File: config.mk
export PLATFORM = sky130hd
export DESIGN_NAME = mc_fuse_loader
export DESIGN_NICKNAME = d
export VERILOG_FILES = /design/src/rtl/mc_fuse_loader.sv
export SDC_FILE = /design/constraint.sdc
export NUM_CORES = 1
export LEC_CHECK = 0
export CAP_MARGIN = 20
export CORE_ASPECT_RATIO = 0.8
export CORE_MARGIN = 4
export CORE_UTILIZATION = 58
export CTS_BUF_LIST = sky130_fd_sc_hd__clkbuf_8
export DETAILED_ROUTE_END_ITERATION = 10
export PLACE_DENSITY_LB_ADDON = 0.25
export SYNTH_ARGS = -nofsm -noshare
export SYNTH_HDL_FRONTEND = slang
export SYNTH_SLANG_ARGS = --single-unit
File: constraint.sdc
create_clock -name clk_v -period 3.65 [get_ports clk_v]
set_input_delay 0.73 -clock clk_v [delete_from_list [all_inputs] [get_ports clk_v]]
set_output_delay 0.73 -clock clk_v [all_outputs]
set_load 0.01 [all_outputs]
File: src/rtl/mc_fuse_loader.sv
// Serial fuse loader for a macrocell array: a bit stream fills a shadow register,
// which is committed to the active register only after a complete stream.
module mc_fuse_loader #(
  parameter int NUM_MC = 16
) (
  input  logic                         clk_v,
  input  logic                         rst_n_v,
  input  logic                         load_start_v,
  input  logic                         bit_valid_v,
  input  logic                         bit_v,
  output logic                         bit_ready_v,
  input  logic                         rb_start_v,
  output logic                         rb_valid_v,
  output logic                         rb_bit_v,
  output logic                         rb_last_v,
  input  logic                         rb_ready_v,
  output logic                         busy_v,
  output logic                         done_v,
  output logic                         err_v,
  output logic [NUM_MC*21-1:0]         cfg_mux_v
);

  localparam int MC_BITS = 21;
  localparam int TOTAL   = NUM_MC * MC_BITS;
  localparam int CNT_W   = $clog2(TOTAL + 1);
  localparam int IDX_W   = $clog2(TOTAL);

  localparam logic [CNT_W-1:0] CNT_LAST = CNT_W'(TOTAL - 1);
  localparam logic [IDX_W-1:0] IDX_LAST = IDX_W'(TOTAL - 1);

  typedef enum logic [1:0] {
    IDLE   = 2'd0,
    LOAD   = 2'd1,
    COMMIT = 2'd2,
    RB     = 2'd3
  } state_t;

  state_t             state;
  logic [TOTAL-1:0]   shadow;
  logic [TOTAL-1:0]   active;
  logic [CNT_W-1:0]   cnt;
  logic [IDX_W-1:0]   rb_idx;
  logic               done_q;
  logic               err_q;

  assign bit_ready_v = (state == LOAD);
  assign rb_valid_v  = (state == RB);
  assign rb_bit_v    = (state == RB) && active[rb_idx];
  assign rb_last_v   = (state == RB) && (rb_idx == IDX_LAST);
  assign busy_v      = (state != IDLE);
  assign done_v      = done_q;
  assign err_v       = err_q;
  assign cfg_mux_v   = active;

  always_ff @(posedge clk_v or negedge rst_n_v) begin
    if (!rst_n_v) begin
      state  <= IDLE;
      shadow <= '0;
      active <= '0;
      cnt    <= '0;
      rb_idx <= '0;
      done_q <= 1'b0;
      err_q  <= 1'b0;
    end else begin
      done_q <= 1'b0;
      unique case (state)
        IDLE: begin
          if (bit_valid_v)
            err_q <= 1'b1;
          // A load request wins over a simultaneous readback request, and clears err.
          if (load_start_v) begin
            state <= LOAD;
            cnt   <= '0;
            err_q <= 1'b0;
          end else if (rb_start_v) begin
            state  <= RB;
            rb_idx <= '0;
          end
        end
        LOAD: begin
          if (rb_start_v)
            err_q <= 1'b1;
          if (load_start_v) begin
            cnt <= '0;
          end else if (bit_valid_v) begin
            shadow[cnt] <= bit_v;
            cnt         <= cnt + 1'b1;
            if (cnt == CNT_LAST)
              state <= COMMIT;
          end
        end
        COMMIT: begin
          if (bit_valid_v)
            err_q <= 1'b1;
          active <= shadow;
          done_q <= 1'b1;
          state  <= IDLE;
        end
        RB: begin
          if (load_start_v || bit_valid_v)
            err_q <= 1'b1;
          if (rb_ready_v) begin
            rb_idx <= rb_idx + 1'b1;
            if (rb_idx == IDX_LAST)
              state <= IDLE;
          end
        end
        default: state <= IDLE;
      endcase
    end
  end

endmodule

# [After elaboration in Yosys (flattened, before gate mapping)]
# Index checks and enable logic that the tools add are counted.
[op_classes] addsub=2 order_cmp=3 eq_ne=17 n_mux=27 n_bitwise=1 n_reduce_logical=13
[op_table] op="336-bit bitwise mux" count=1
[op_table] op="9-bit two-way mux" count=6
[op_table] op="9-bit case mux with 2 select lines" count=2
[op_table] op="9-bit by 10-bit less-than comparator with 1-bit output, second input constant" count=2
[op_table] op="9-bit by 1-bit adder with 9-bit output, second input constant" count=2
[op_table] op="9-bit equality test, second input constant" count=2
[op_table] op="2-bit two-way mux" count=7
[op_table] op="2-bit by 1-bit inequality test with 1-bit output, second input constant" count=5
[op_table] op="2-bit inequality test, second input constant" count=5
[op_table] op="1-bit binary-select mux with 9-bit select" count=1
[op_table] op="1-bit demux with 9-bit select" count=1
[op_table] op="9-bit by 1-bit >= comparator with 1-bit output, second input constant" count=1
[op_table] op="2-bit case mux with 4 select lines" count=1
[op_table] op="1-bit two-way mux" count=7
[op_table] op="3-bit inequality test, second input constant" count=2
[op_table] op="3-bit AND reduction" count=2
[op_table] op="6-bit AND reduction" count=1
[op_table] op="2-bit nonzero test" count=3
[op_table] op="2-bit equality test, second input constant" count=2
[op_table] op="1-bit case mux with 4 select lines" count=1
[op_table] op="4-bit AND reduction" count=1
[op_table] op="1-bit logical AND" count=3
[op_table] op="2-bit by 1-bit equality test with 1-bit output, second input constant" count=1
[op_table] op="2-bit zero test" count=1
[op_table] op="3 further kinds" count=3
[totals] ff_bits=694 word_cells=70

# [Logic depth before layout (Yosys ltp)]
# Gate-level depths: netlist of run 1.
[depth] depth_word=5 depth_mapped=12 mapped_depth_nobuf=7

# [Worst setup path before layout of run 1]
# Ideal clock, no wire load.
[synth_path] path_type="register to output" from="reg rb_idx[0]" to="out rb_bit_v" t_arrival_ns=2.176 path_slack_ns=0.744 path_stages_with_launch=9 path_buffers=3 path_cell_list="dfrtp_1 buf_6 buf_12 buf_12 mux4_1 mux2_2 a221oi_2 a31oi_1 o211a_1"
[synth_via] elab_chain_cells=3
[synth_rtl] element="start: declaration" line_no="42" text="logic [IDX_W-1:0] rb_idx;"
[synth_rtl] element="start signal: assignment" line_no="103" text="rb_idx <= rb_idx + 1'b1;"
[synth_rtl] element="1-bit binary-select mux with 9-bit select" line_no="48" text="assign rb_bit_v = (state == RB) && active[rb_idx];"
[synth_rtl] element="1-bit two-way mux (not written as such)" line_no="48"
[synth_rtl] element="1-bit logical AND" line_no="48"
[synth_rtl] element="end: declaration" line_no="14" text="output logic rb_bit_v,"
# No other way between the ends. The select of a mux whose other input is x is not followed.

# [Final worst setup path of run 1]
# Same ends and word-level chain as after synthesis.

==> flow_metrics.env, run 1 <==
export IMPL_timing_fmax_mhz=245.7
export IMPL_crit_arrival_ns=3.34
export IMPL_clkSlewWorstSetupHoldPaths_ns=0.06
export IMPL_synth_seq_cells=694
export IMPL_dieWidth_um=264.9
export IMPL_globalplace_congestion=0.9630
export IMPL_vdd_drop_max_uv=270.3
export IMPL_pin_count=350
export IMPL_drt_pass1_iterations=8
export IMPL_synth_cell_types=49
export IMPL_initial_core_util=0.5849
export IMPL_die_h_um=213.5
export IMPL_ant_nets=0
export IMPL_drcViolationCount=0
export IMPL_syn_area_per_cell_um2=11.36
export IMPL_clock_path_buffers=3
export IMPL_crit_chain="buf_4 > buf_8 > mux4_1 > mux4_2 > a22oi_1 > a31oi_2 > o211a_1 > buf_2"
export IMPL_cp_top_family="multiplexers"
export IMPL_cts_sinks=694
export IMPL_period_minus_slack_ns=4.070
export IMPL_slew_viol_final=0
export IMPL_insertion_delay_ns=0.73
export IMPL_syn_inst=2696
export IMPL_regArea_um2=17370
export IMPL_fillerInstances=3551
export IMPL_drv_cap=0
export IMPL_finalCritPeriodShare=1.115
export IMPL_slowest_delay_ns=0.56
export IMPL_rsz0062_at_grt="yes"
export IMPL_num_rows=75
export IMPL_drt_iter0_markers=3790
export IMPL_routed_wl_mm=112.9
export IMPL_final_util=0.7292
export IMPL_io_buffers=349
export IMPL_vias=25910
export IMPL_fin_area_um2=38180
export IMPL_yosysTopAreaCellShare=0.5671
export IMPL_setup_viol=1
export IMPL_ys_top_cells_by_area="dfrtp_1, mux2_2, o21ai_0"
export IMPL_grt_overflow=0
export IMPL_status="finished with violations"
export IMPL_cts_root_buf="clkbuf_8"
export IMPL_cts_buffers=104
export IMPL_crit_type="flip-flop to output pin"
export IMPL_critPathSlowestCell="mux4_1"
export IMPL_maxSlewHeadroom=0.2739
export IMPL_crit_buf_inv=3
export IMPL_yosysWarnings=0
export IMPL_synth_area_leader_cell="dfrtp_1"
export IMPL_hold_viol_final=0
export IMPL_netlist_area_um2=30630
export IMPL_dp_cells=3681
export IMPL_final_cells=3889
export IMPL_drive_above_1_share=0.2443
export IMPL_wl_per_cell_um=29.02
export IMPL_synth_seq_area_share=0.5671
export IMPL_violations="negative setup slack"
export IMPL_synth_most_common_cell="dfrtp_1"
export IMPL_antenna_found_initial=5
export IMPL_core_area_um2=52360
export IMPL_crit_path_end_kind="output pin"
export IMPL_rrSetupSlack_ns=0.87
export IMPL_viasPerCell=6.663
export IMPL_hold_class="flip-flop to flip-flop"
export IMPL_multi_input_area_um2=12400
export IMPL_worstMarginPinSlew_ns=1.085
export IMPL_async_reset_ff_frac=1.000
export IMPL_placed_area_um2=35570
export IMPL_critPathLaunchType="flip-flop"
export IMPL_synth_commonest_cells="dfrtp_1, nand2_1, o21ai_0"
export IMPL_synth_nets=2708
export IMPL_leakagePower_nw=19.07
export IMPL_grt_pass1_wl_mm=164.4
export IMPL_nets=3126
export IMPL_cts_tree="done"
export IMPL_preCtsSetupSlack_ns=-0.1776
export IMPL_gr_usage_all_layers=0.3911
export IMPL_critPathMaxFanout=13
export IMPL_setup_ws_ns=-0.4203
export IMPL_die_area_um2=56570
export IMPL_powerDensity_nw_per_um2=466.3
export IMPL_synth_edff_count=0
export IMPL_grt_max_degree=156
export IMPL_critPathRequiredTime_ns=2.92
export IMPL_grt_pass1_vias=25730
export IMPL_htree_levels=3
export IMPL_finClkSkew_ns=0.02774
export IMPL_yosys_most_used_dff="dfrtp_1"
export IMPL_dp_hpwl_mm=73.92
export IMPL_area_delta_synth_final_pct=24.68
worst paths after layout:
check | startpoint | cells after the start | to
min in group asynchronous | rst_n_v | 2 | shadow[209]
setup reg to reg | cnt[4] | 5 | shadow[42]
setup / recovery | rb_idx[0] | 8 | rb_bit_v
max in group asynchronous | rst_n_v | 3 | cfg_mux_v[300]
hold reg to reg | shadow[268] | 1 | cfg_mux_v[268]
hold / removal | shadow[268] | 1 | cfg_mux_v[268]
registers in the layout, summed over array words and instances, names as in the netlist:
signal     cells
cfg_mux_v    336
cnt            9
state          2
rb_idx         9
done_v         1
err_v          1
shadow       336
cell families (layout without fill, tap and decap cells):
| logic type | after synthesis | after routing | share of synthesized area |
|---|---|---|---|
| compound gates | 426 | 426 | 0.07505 |
| buf+inv | 234 | 731 | 0.03285 |
| other cells | 0 | 3 | 0 |
| xor+xnor | 5 | 5 | 0.001430 |
| mux | 459 | 459 | 0.1939 |
| simple gates | 873 | 873 | 0.1277 |
| flops | 694 | 694 | 0.5671 |
| fa+ha+maj | 5 | 5 | 0.002043 |
worst register-to-register path, stage by stage (launching register included):
cell and delay, ns:
dfrtp_1 0.49, nand2b_1 0.23, nor2_1 0.72, nand2_1 0.70, o21ai_0 0.43, nand2_1 0.09
cell type report:
type / instances / share of cell area
sequential: 694 / 0.4550
multi-input combinational: 1768 / 0.3249
timing repair buffer: 538 / 0.1401
clock buffer: 135 / 0.04866
tap: 693 / 0.02271
clock inverter: 50 / 0.007700
inverter: 8 / 0.0007864
antenna: 3 / 0.0001966
timing repair:
| action | CTS | global route |
|---|---|---|
| pin swaps | 10 | 12 |
| hold buffers | 1 | 0 |
| gates resized for setup | 43 | 19 |
| buffers inserted | 11 | 2 |
| setup endpoints to repair | 2 | 2 |
| gates cloned | 3 | 0 |
| hold endpoints to repair | 34 | 0 |
power by group:
group / switching (W) / internal [W] / total, W
sequential: 0.000137 / 0.00779 / 0.00793
combinational: 0.00186 / 0.00140 / 0.00326
clock: 0.00311 / 0.00351 / 0.00662
total: 0.00510 / 0.0127 / 0.0178
layer usage:
layer,global-route usage,up-vias,wire length [um]
met3,0.1452,439,15410
met1,0.5124,13120,40730
met4,0.2005,6,6616
li1,-,10400,-
met2,0.5810,1952,50070
met5,0,-,46
metrics by stage:
stage	power, W	hold slack [ns]	TNS [ns]
global placement	0.01074	0.4735	-0.1741
global route	0.01829	0.5062	-0.5201
detailed placement	0.01081	0.4805	-0.1776
finish	0.01781	0.4964	-0.4203
floorplan	0.009706	0.4344	0
CTS	0.01764	0.4763	-0.3894
cell usage in the layout (no fill, tap or decap), types with 8 or more instances in the layout:
cell	n
nand2b_1	10
buf_4	153
a21oi_1	9
mux4_1	16
o21ai_0	358
mux2_2	343
clkdlybuf4s50_1	345
mux2i_1	46
nand3_1	352
dfrtp_1	691
nor2_1	45
nor3_1	12
and2_1	8
clkinv_2	13
buf_12	24
a221oi_2	8
mux4_2	51
inv_1	39
a22oi_1	13
nand2_1	389
clkbuf_8	137
and3_1	19
Power figures use the tool's default switching activity.
==> run 2, diff against run 1 <==
--- a/config.mk
+++ b/config.mk
@@ -11,6 +11,7 @@
 export CORE_UTILIZATION = 58
 export CTS_BUF_LIST = sky130_fd_sc_hd__clkbuf_8
 export DETAILED_ROUTE_END_ITERATION = 10
+export GPL_TIMING_DRIVEN = 0
 export PLACE_DENSITY_LB_ADDON = 0.25
 export SYNTH_ARGS = -nofsm -noshare
 export SYNTH_HDL_FRONTEND = slang
==> flow_metrics.env, run 2 (synthesized netlist as in run 1, its figures left out) <==
export IMPL_status="finished with violations"
export IMPL_violations="negative setup slack"
export IMPL_rsz0062_at_grt="yes"
export IMPL_setup_viol=1
export IMPL_crit_chain="buf_12 > buf_16 > buf_16 > mux4_2 > o211ai_1 > a21oi_2 > nor4_4 > o21ai_1 > o211a_1 > buf_2"
export IMPL_crit_path_end_kind="output pin"
export IMPL_path_depth=10
export IMPL_cts_buffers=106
export IMPL_initial_core_util=0.5849
export IMPL_routed_wl_mm=116.1
export IMPL_timing_fmax_mhz=233.1
export IMPL_clkSlewWorstSetupHoldPaths_ns=0.06
export IMPL_die_h_um=213.5
export IMPL_period_minus_slack_ns=4.291
export IMPL_drt_iter0_markers=3912
export IMPL_dieWidth_um=264.9
export IMPL_io_buffers=348
export IMPL_final_common_cell="dfrtp_1"
export IMPL_critPathRequiredTime_ns=2.92
export IMPL_ant_nets=0
export IMPL_r2r_end="shadow[18]"
export IMPL_switchingPower_w=0.005621
export IMPL_crit_start="rb_idx[0]"
export IMPL_htree_levels=3
export IMPL_r2r_start="state[1]"
export IMPL_num_rows=75
export IMPL_critPathMaxFanout=6
export IMPL_grt_pass1_vias=25980
export IMPL_p_total_w=0.01855
export IMPL_power_frac_seq=0.425
export IMPL_critPathSlowestCell="mux4_2"
export IMPL_setup_ws_ns=-0.6409
export IMPL_mostFrequentLayoutCells="dfrtp_1, nand2_1, o21ai_0, nand3_1, clkdlybuf4s50_1"
export IMPL_cts_sinks=694
export IMPL_crit_arrival_ns=3.56
export IMPL_slowest_delay_ns=0.58
export IMPL_power_switching_share=0.3030
export IMPL_nets=3195
export IMPL_grt_pass1_wl_mm=167.2
export IMPL_p_clk_frac=0.369
export IMPL_drv_cap=0
export IMPL_cp_top_family="compound AO/OA/AOI/OAI gates"
export IMPL_finClkSkew_ns=0.03498
export IMPL_reg2regPathDepth=8
export IMPL_hold_viol_final=0
export IMPL_crit_type="flip-flop to output pin"
export IMPL_final_cells=3960
export IMPL_p_comb_frac=0.206
export IMPL_vdd_drop_max_uv=304.2
export IMPL_core_area_um2=52360
export IMPL_dp_hpwl_mm=79.81
export IMPL_dp_cells=3744
export IMPL_viasPerCell=6.664
export IMPL_maxSlewHeadroom=0.1439
export IMPL_antenna_found_initial=13
export IMPL_crit_end="rb_bit_v"
export IMPL_critPathLaunchType="flip-flop"
export IMPL_grt_overflow=0
export IMPL_drt_pass1_iterations=6
export IMPL_cts_root_buf="clkbuf_8"
export IMPL_crit_top_cell="buf_16"
export IMPL_grt_max_degree=134
export IMPL_powerDensity_nw_per_um2=488.3
export IMPL_crit_buf_inv=4
export IMPL_insertion_delay_ns=0.75
export IMPL_drcViolationCount=0
export IMPL_fillerInstances=3573
export IMPL_wl_per_cell_um=29.31
export IMPL_fin_area_um2=37980
export IMPL_clock_path_buffers=3
export IMPL_hold_class="primary input to asynchronous set/reset pin"
export IMPL_internal_power_w=0.01293
export IMPL_gr_usage_all_layers=0.4030
export IMPL_leakagePower_nw=18.73
export IMPL_rrSetupSlack_ns=0.16
export IMPL_finalCritPeriodShare=1.176
export IMPL_slew_viol_final=0
export IMPL_globalplace_congestion=0.9877
export IMPL_worstMarginPinSlew_ns=1.284
export IMPL_placed_area_um2=35150
export IMPL_die_area_um2=56570
export IMPL_area_delta_synth_final_pct=24.03
export IMPL_pin_count=350
export IMPL_drive_above_1_share=0.1999
export IMPL_cts_tree="done"
export IMPL_vias=26390
export IMPL_preCtsSetupSlack_ns=-1.191
==> run 2: timing repair <==
action / 4_1_cts / 5_1_grt
hold buffers: 0 / 0
resized for setup: 92 / 8
hold endpoints to repair: 0 / 0
gates cloned: 1 / 0
pin swaps: 7 / 7
setup endpoints to repair: 2 / 2
buffers inserted: 21 / 1
==> run 2: how the worst min path moves through the flow <==
stage,to,cells past startpoint,from
CTS,cfg_mux_v[213],1,rst_n_v
floorplan,cfg_mux_v[0],0,rst_n_v
finish,cfg_mux_v[213],1,rst_n_v
global route,cfg_mux_v[222],1,rst_n_v
detailed placement,shadow[123],2,shadow[123]
global placement,shadow[234],2,shadow[234]
==> run 2: final cells by class <==
| type | instances | area, um2 | area share |
|---|---|---|---|
| sequential | 694 | 17370 | 0.4572 |
| multi-input combinational | 1768 | 12380 | 0.3259 |
| timing repair buffer | 381 | 3926 | 0.1034 |
| clock buffer | 138 | 1899 | 0.05000 |
| buffer | 224 | 1169 | 0.03077 |
| tap | 693 | 867.1 | 0.02283 |
| clock inverter | 48 | 332.8 | 0.008762 |
| inverter | 8 | 30.03 | 0.0007906 |
| antenna | 6 | 15.01 | 0.0003953 |
==> run 2: power by group through the flow <==
stage,sequential (W),combinational (W),clock [W]
final,0.00788,0.00382,0.00685
after global routing,0.00788,0.00390,0.00715
after CTS,0.00787,0.00365,0.00680
after detailed placement,0.00801,0.00315,0
after global placement,0.00803,0.00307,0
after floorplan,0.00799,0.00172,0
==> run 2: routing by layer <==
metal  up-vias  wire (um)  global-route usage
met5         -         32                   0
met4         6       7337              0.2196
met3       541      17850              0.1783
met2      2211      49680              0.5793
met1     13070      41160              0.5202
li1      10560          -                   -
==> run 2: metrics by stage <==
| step | TNS (ns) | utilization | hold slack, ns |
|---|---|---|---|
| final | -0.6409 | 0.7254 | 0.009927 |
| after global routing | -0.6482 | 0.7252 | 0.008274 |
| after CTS | -0.5309 | 0.7236 | 0.01640 |
| after detailed placement | -8.550 | 0.6713 | 0.4824 |
| after global placement | - | 0.6680 | 0.4753 |
| after floorplan | 0 | - | 0.4344 |
